==> src/rtl/uart_rx_buffered.sv <==
// Oversampled 8N1 UART receiver feeding a first-word fall-through byte FIFO.
// Define UART_RX_PARITY_EN to receive an even-parity bit between the data and stop bits.
`timescale 1ns/1ps
module uart_rx_buffered #(
  parameter int DEPTH      = 8,
  parameter int OVERSAMPLE = 16
) (
  input  logic                   sysclk,
  input  logic                   reset,
  input  logic                   baud_tick,
  input  logic                   uart_rx,
  input  logic                   rd_en,
  input  logic                   err_clr,
  output logic [7:0]             rd_data,
  output logic                   empty,
  output logic                   full,
  output logic [$clog2(DEPTH):0] count,
  output logic                   byte_done,
  output logic                   overrun,
  output logic                   frame_err,
  output logic                   parity_err
);

  localparam int AW = $clog2(DEPTH);
  localparam int CW = AW + 1;
  localparam int TW = $clog2(OVERSAMPLE);
  localparam logic [TW-1:0] HALF_LAST = TW'(OVERSAMPLE / 2 - 1);
  localparam logic [TW-1:0] FULL_LAST = TW'(OVERSAMPLE - 1);
  localparam logic [CW-1:0] DEPTH_C   = CW'(DEPTH);

  typedef enum logic [2:0] {
    S_IDLE   = 3'd0,
    S_START  = 3'd1,
    S_DATA   = 3'd2,
`ifdef UART_RX_PARITY_EN
    S_PARITY = 3'd3,
`endif
    S_STOP   = 3'd4
  } state_t;

`ifdef UART_RX_PARITY_EN
  // Even parity: the transmitted parity bit makes the total number of ones even.
  function automatic logic even_parity(input logic [7:0] data);
    return ^data;
  endfunction
`endif

  state_t          state_q, state_d;
  logic            sync1_q, sync2_q, rx_s;
  logic [TW-1:0]   tick_cnt_q, tick_cnt_d;
  logic [2:0]      bit_cnt_q, bit_cnt_d;
  logic [7:0]      shift_q, shift_d;
  logic            byte_done_q, byte_done_d;
  logic            tick_half_s, tick_full_s, stop_sample_s, push_s, frame_set_s;

  logic [7:0]      mem_q [DEPTH];
  logic [AW-1:0]   wr_ptr_q, wr_ptr_d, rd_ptr_q, rd_ptr_d;
  logic [CW-1:0]   count_q, count_d;
  logic            full_s, pop_s, wr_s, overrun_set_s;
  logic            overrun_q, overrun_d, frame_err_q, frame_err_d;

`ifdef UART_RX_PARITY_EN
  logic            par_bad_q, par_bad_d, parity_set_s;
  logic            parity_err_q, parity_err_d;
`endif

  // Two-flop synchronizer; resets to the idle (high) line level.
  always_ff @(posedge sysclk or negedge reset) begin
    if (!reset) begin
      sync1_q <= 1'b1;
      sync2_q <= 1'b1;
    end else begin
      sync1_q <= uart_rx;
      sync2_q <= sync1_q;
    end
  end

  assign rx_s        = sync2_q;
  assign tick_half_s = baud_tick && (tick_cnt_q == HALF_LAST);
  assign tick_full_s = baud_tick && (tick_cnt_q == FULL_LAST);

  always_ff @(posedge sysclk or negedge reset) begin
    if (!reset) begin
      state_q <= S_IDLE;
    end else begin
      state_q <= state_d;
    end
  end

  always_comb begin
    state_d = state_q;
    case (state_q)
      S_IDLE: begin
        if (!rx_s) state_d = S_START;
        else       state_d = S_IDLE;
      end
      S_START: begin
        if (tick_half_s) state_d = rx_s ? S_IDLE : S_DATA;
        else             state_d = S_START;
      end
      S_DATA: begin
        if (tick_full_s && (bit_cnt_q == 3'd7)) begin
`ifdef UART_RX_PARITY_EN
          state_d = S_PARITY;
`else
          state_d = S_STOP;
`endif
        end else begin
          state_d = S_DATA;
        end
      end
`ifdef UART_RX_PARITY_EN
      S_PARITY: begin
        if (tick_full_s) state_d = S_STOP;
        else             state_d = S_PARITY;
      end
`endif
      S_STOP: begin
        if (tick_full_s) state_d = S_IDLE;
        else             state_d = S_STOP;
      end
      default: state_d = S_IDLE;
    endcase
  end

  // Per-state datapath: tick counting, bit sampling and stop-bit evaluation.
  always_comb begin
    tick_cnt_d    = tick_cnt_q;
    bit_cnt_d     = bit_cnt_q;
    shift_d       = shift_q;
    stop_sample_s = 1'b0;
`ifdef UART_RX_PARITY_EN
    par_bad_d     = par_bad_q;
    parity_set_s  = 1'b0;
`endif
    case (state_q)
      S_IDLE: begin
        tick_cnt_d = {TW{1'b0}};
        bit_cnt_d  = 3'd0;
`ifdef UART_RX_PARITY_EN
        par_bad_d  = 1'b0;
`endif
      end
      S_START: begin
        if (tick_half_s)    tick_cnt_d = {TW{1'b0}};
        else if (baud_tick) tick_cnt_d = tick_cnt_q + TW'(1);
        else                tick_cnt_d = tick_cnt_q;
      end
      S_DATA: begin
        if (tick_full_s) begin
          tick_cnt_d = {TW{1'b0}};
          shift_d    = {rx_s, shift_q[7:1]};
          bit_cnt_d  = bit_cnt_q + 3'd1;
        end else if (baud_tick) begin
          tick_cnt_d = tick_cnt_q + TW'(1);
        end else begin
          tick_cnt_d = tick_cnt_q;
        end
      end
`ifdef UART_RX_PARITY_EN
      S_PARITY: begin
        if (tick_full_s) begin
          tick_cnt_d   = {TW{1'b0}};
          par_bad_d    = rx_s ^ even_parity(shift_q);
          parity_set_s = rx_s ^ even_parity(shift_q);
        end else if (baud_tick) begin
          tick_cnt_d = tick_cnt_q + TW'(1);
        end else begin
          tick_cnt_d = tick_cnt_q;
        end
      end
`endif
      S_STOP: begin
        if (tick_full_s) begin
          tick_cnt_d    = {TW{1'b0}};
          stop_sample_s = 1'b1;
        end else if (baud_tick) begin
          tick_cnt_d = tick_cnt_q + TW'(1);
        end else begin
          tick_cnt_d = tick_cnt_q;
        end
      end
      default: begin
        tick_cnt_d = {TW{1'b0}};
        bit_cnt_d  = 3'd0;
      end
    endcase
  end

  assign frame_set_s = stop_sample_s && !rx_s;
`ifdef UART_RX_PARITY_EN
  assign push_s      = stop_sample_s && rx_s && !par_bad_q;
`else
  assign push_s      = stop_sample_s && rx_s;
`endif
  assign byte_done_d = push_s;

  always_ff @(posedge sysclk or negedge reset) begin
    if (!reset) begin
      tick_cnt_q  <= {TW{1'b0}};
      bit_cnt_q   <= 3'd0;
      shift_q     <= 8'h00;
      byte_done_q <= 1'b0;
`ifdef UART_RX_PARITY_EN
      par_bad_q   <= 1'b0;
`endif
    end else begin
      tick_cnt_q  <= tick_cnt_d;
      bit_cnt_q   <= bit_cnt_d;
      shift_q     <= shift_d;
      byte_done_q <= byte_done_d;
`ifdef UART_RX_PARITY_EN
      par_bad_q   <= par_bad_d;
`endif
    end
  end

  // A pop frees the slot, so a push into a full FIFO alongside a pop is accepted.
  assign full_s        = (count_q == DEPTH_C);
  assign pop_s         = rd_en && (count_q != {CW{1'b0}});
  assign wr_s          = push_s && (!full_s || pop_s);
  assign overrun_set_s = push_s && full_s && !pop_s;

  always_comb begin
    wr_ptr_d = wr_ptr_q;
    rd_ptr_d = rd_ptr_q;
    count_d  = count_q;
    if (wr_s) wr_ptr_d = wr_ptr_q + AW'(1);
    else      wr_ptr_d = wr_ptr_q;
    if (pop_s) rd_ptr_d = rd_ptr_q + AW'(1);
    else       rd_ptr_d = rd_ptr_q;
    case ({wr_s, pop_s})
      2'b10:   count_d = count_q + CW'(1);
      2'b01:   count_d = count_q - CW'(1);
      default: count_d = count_q;
    endcase
  end

  always_ff @(posedge sysclk or negedge reset) begin
    if (!reset) begin
      wr_ptr_q <= {AW{1'b0}};
      rd_ptr_q <= {AW{1'b0}};
      count_q  <= {CW{1'b0}};
    end else begin
      wr_ptr_q <= wr_ptr_d;
      rd_ptr_q <= rd_ptr_d;
      count_q  <= count_d;
    end
  end

  // Storage array needs no reset; only entries below count are ever read.
  always_ff @(posedge sysclk) begin
    if (wr_s) begin
      mem_q[wr_ptr_q] <= shift_q;
    end
  end

  // Sticky error flags: a same-cycle set takes priority over err_clr.
  always_comb begin
    overrun_d   = overrun_q;
    frame_err_d = frame_err_q;
    if (overrun_set_s) overrun_d = 1'b1;
    else if (err_clr)  overrun_d = 1'b0;
    else               overrun_d = overrun_q;
    if (frame_set_s)   frame_err_d = 1'b1;
    else if (err_clr)  frame_err_d = 1'b0;
    else               frame_err_d = frame_err_q;
  end

  always_ff @(posedge sysclk or negedge reset) begin
    if (!reset) begin
      overrun_q   <= 1'b0;
      frame_err_q <= 1'b0;
    end else begin
      overrun_q   <= overrun_d;
      frame_err_q <= frame_err_d;
    end
  end

`ifdef UART_RX_PARITY_EN
  always_comb begin
    parity_err_d = parity_err_q;
    if (parity_set_s) parity_err_d = 1'b1;
    else if (err_clr) parity_err_d = 1'b0;
    else              parity_err_d = parity_err_q;
  end

  always_ff @(posedge sysclk or negedge reset) begin
    if (!reset) begin
      parity_err_q <= 1'b0;
    end else begin
      parity_err_q <= parity_err_d;
    end
  end

  assign parity_err = parity_err_q;
`else
  assign parity_err = 1'b0;
`endif

  assign rd_data   = mem_q[rd_ptr_q];
  assign empty     = (count_q == {CW{1'b0}});
  assign full      = full_s;
  assign count     = count_q;
  assign byte_done = byte_done_q;
  assign overrun   = overrun_q;
  assign frame_err = frame_err_q;

endmodule
==> config.mk <==
export PLATFORM = sky130hd
export DESIGN_NAME = uart_rx_buffered
export DESIGN_NICKNAME = d
export VERILOG_FILES = /design/src/rtl/uart_rx_buffered.sv
export SDC_FILE = /design/constraint.sdc
export NUM_CORES = 1
export LEC_CHECK = 0
export BUFFER_PORTS_ARGS = -buffer_cell sky130_fd_sc_hd__buf_2
export CAP_MARGIN = 10
export CORE_ASPECT_RATIO = 1.5
export CORE_MARGIN = 2
export CORE_UTILIZATION = 30
export DETAILED_ROUTE_END_ITERATION = 10
export PLACE_DENSITY = 0.42
export SLEW_MARGIN = 20
export SYNTH_ARGS = -nofsm -noshare
export SYNTH_HDL_FRONTEND = slang
export SYNTH_SLANG_ARGS = --single-unit
export TNS_END_PERCENT = 1
==> constraint.sdc <==
create_clock -name sysclk -period 2.83 [get_ports sysclk]
set_input_delay 0.566 -clock sysclk [delete_from_list [all_inputs] [get_ports sysclk]]
set_output_delay 0.566 -clock sysclk [all_outputs]
set_load 0.02 [all_outputs]
==> results.yml <==
layout:
  area_delta_synth_final_pct: 16.3
  nets: 304
  diodes: 0
  mostFrequentLayoutCells: "edfxtp_1, dfrtp_1, buf_2"
  final_layout_size_suffix_gt1_frac: 0.281
  final_common_cell: "edfxtp_1"
worst_setup_path:
  cp-start-kind: "register"
  cp.arrival_ns: 2.03
  slowest_delay_ns: 0.62
  cp-end-kind: "primary output"
  crit_fanout: 18
  r2r_setup_slack_ns: 0.43
  cp_slowest_cell: "mux4_1"
  r2r_cells: 10
  timing.rr.end: "count[2]"
  r2r_start: "count[1]"
  cp.required_ns: 2.26
  crit_type: "register to primary output"
  path_cells: "buf_4, mux4_1, mux2_2, buf_2"
sta:
  min_period_over_period: 0.917
  hold_viol_final: 0
  setup_viol: 0
  finalMaxSlewViolations: 0
  max-slew-margin-rel: 0.450
  tns_ns: 0
  fmax_ghz: 0.386
  fin_hold_ws_ns: 0.315
  layout_setup_ws_ns: 0.236
  fin_skew_ns: 0.00768
  grt_setup_unrepaired: "no"
  tightest_slew_ns: 0.825
  fin_crit_ns: 2.59
synthesis:
  syn_avg_cell_area_um2: 16.5
  syn_nets: 270
  synthXorXnorAreaFrac: 0.0248
  synth_edf_count: 64
  synth_seq_cells: 97
  synthTopCellsByArea: "edfxtp_1, dfrtp_1, mux4_1"
  synth.distinct_cells: 52
  synthAdderAreaFrac: 0.0237
  muxShareOfSynthArea: 0.154
  ys_warn_count: 0
  synth_area_um2: 4230
  synth_largest_area_cell: "edfxtp_1"
  synth_top_area_frac: 0.454
  syn_inst: 256
  synth_compound_area_frac: 0.0343
  synth.yosys.seq_area_share: 0.650
  synthFlopType: "edfxtp_1"
  ys_async_sr_fraction: 0.340
  synth_top_family_by_area: "multiplexers"
  synthSimpleGateAreaFrac: 0.0881
clock_network:
  cts_root_buf: "clkbuf_16"
  cts_buffer_depth: 2
  cts_made_buffers: 9
  cts_tree: "done"
  cts-htree-levels: 3
  numClockSinks: 97
  holdBufCountCts: 0
  post-cts-setup-buffers: 0
  clk_pin_slew_ns: 0.07
  clk_latency_ns: 0.34
  cts_resized: 0
pwr:
  vdd_ir_drop_max_mv: 0.376
  internal-power_uw: 2690
  power_frac_seq: 0.461
  power_density_nw_per_um2: 762
  p_total_uw: 3750
  p_sw_uw: 1060
  combinationalPowerShare: 0.178
  swShare: 0.282
  p_clk_frac: 0.361
  power_leakage_uw: 0.00202
global_routing:
  antenna_found_initial: 0
  grt_start_max_net_pins: 34
  grtUsageTotal: 0.121
  grt_overflow_total: 0
  grt_pass1_vias: 2311
  grt_pass1_wl_mm: 13.2
min_path:
  holdPathEnd: "sync1_q"
  hp-start: "uart_rx"
  hp-class: "primary input to register"
  hold_depth: 1
detailed_routing:
  drtIter0Drc: 135
  wl_per_cell_um: 17.7
  vias: 2249
  antenna_left: 0
  drtPass1Iterations: 4
  vias_per_cell: 4.89
  route.detailed.drc: 0
  routed_wl_mm: 8.16
floorplan:
  row_count: 53
  ios: 24
  die_w_um: 101
  start_util: 0.304
  core_um2: 13900
  dieArea_um2: 15100
  die_h_um: 149
run_status:
  outcome: "finished clean"
place:
  post-place-ws_ns: 0.430
  numPortBuffers: 22
  hpwl_mm: 5.15
  gp_congestion: 0.714
flow_run:
  cap_viol_max_count: 0
## registers in the layout (all words and copies together), names as in the netlist
signal	cells
mem_q	64
shift_q	8
count	4
tick_cnt_q	4
bit_cnt_q	3
rd_ptr_q	3
state_q	3
wr_ptr_q	3
byte_done	1
frame_err	1
overrun	1
rx_s	1
sync1_q	1
## Yosys cell counts, types with 4 or more instances
master	number
xor2_1	4
xnor2_1	8
nor2_1	13
ha_1	8
mux4_1	16
a21oi_1	8
dfrtp_1	31
mux2_2	17
buf_2	6
nand2_1	12
edfxtp_1	64
o21ai_0	7
nor3_1	6
inv_1	4
## routing by layer
layer	routed length, um	vias to the layer above	share of wire	global-route usage
met4	133	0	0.016	0.0426
met3	231	11	0.028	0.0327
met2	4320	24	0.53	0.212
met1	3480	1154	0.43	0.140
li1	-	1060	-	-
met5	0	-	0	0
## cells by family (layout without fill, tap and decap cells)
logic type	count (synthesis)	in the layout
buffers and inverters	17	56
and+or+nand+nor	60	60
muxes	37	37
DFF	97	97
AOI/OAI and AO/OA	24	24
xor gates and xnor gates	12	12
other	1	1
adders and majority gates	8	8
## worst max-delay path: cells and delay by family, from the launching register on
family | cells | cell delay [ns]
buffers and inverters | 2 | 0.46
flip-flops | 1 | 0.33
multiplexers | 2 | 0.89
## worst max-delay path by stage
stage | slack [ns] | to | from | depth (start not counted)
2_1_floorplan | 0.16 | count[2] | count[1] | 11
3_5_place_dp | 0.43 | count[2] | count[1] | 10
6_report | 0.24 | rd_data[2] | rd_ptr_q[0] | 4
3_3_place_gp | 0.45 | count[2] | baud_tick | 11
5_1_grt | 0.13 | rd_data[1] | rd_ptr_q[0] | 4
4_1_cts | 0.18 | rd_data[2] | rd_ptr_q[0] | 4
## per-stage QoR
step	cell area, um2	utilization	instances
floorplan	4240	-	256
global placement	4590	0.329	444
detailed placement	4590	0.329	444
CTS	4920	0.353	460
global route	4920	0.353	460
finish	4920	0.353	460
## final cells by class
type,count,area [um2]
timing repair buffer,36,215
sequential,97,2750
clock inverter,7,109
multi-input combinational,142,1400
clock buffer,9,225
tap,165,206
fill,1338,9010
inverter,4,15.0
## power groups by stage
stage | Clock [uW] | Combinational [uW] | Sequential (uW)
after detailed placement | 0 | 687 | 1760
final | 1350 | 666 | 1730
after floorplan | 0 | 565 | 1720
after global placement | 0 | 693 | 1760
after global routing | 1450 | 755 | 1750
after CTS | 1390 | 690 | 1730
Note: power is estimated with default switching activity, not from simulation.
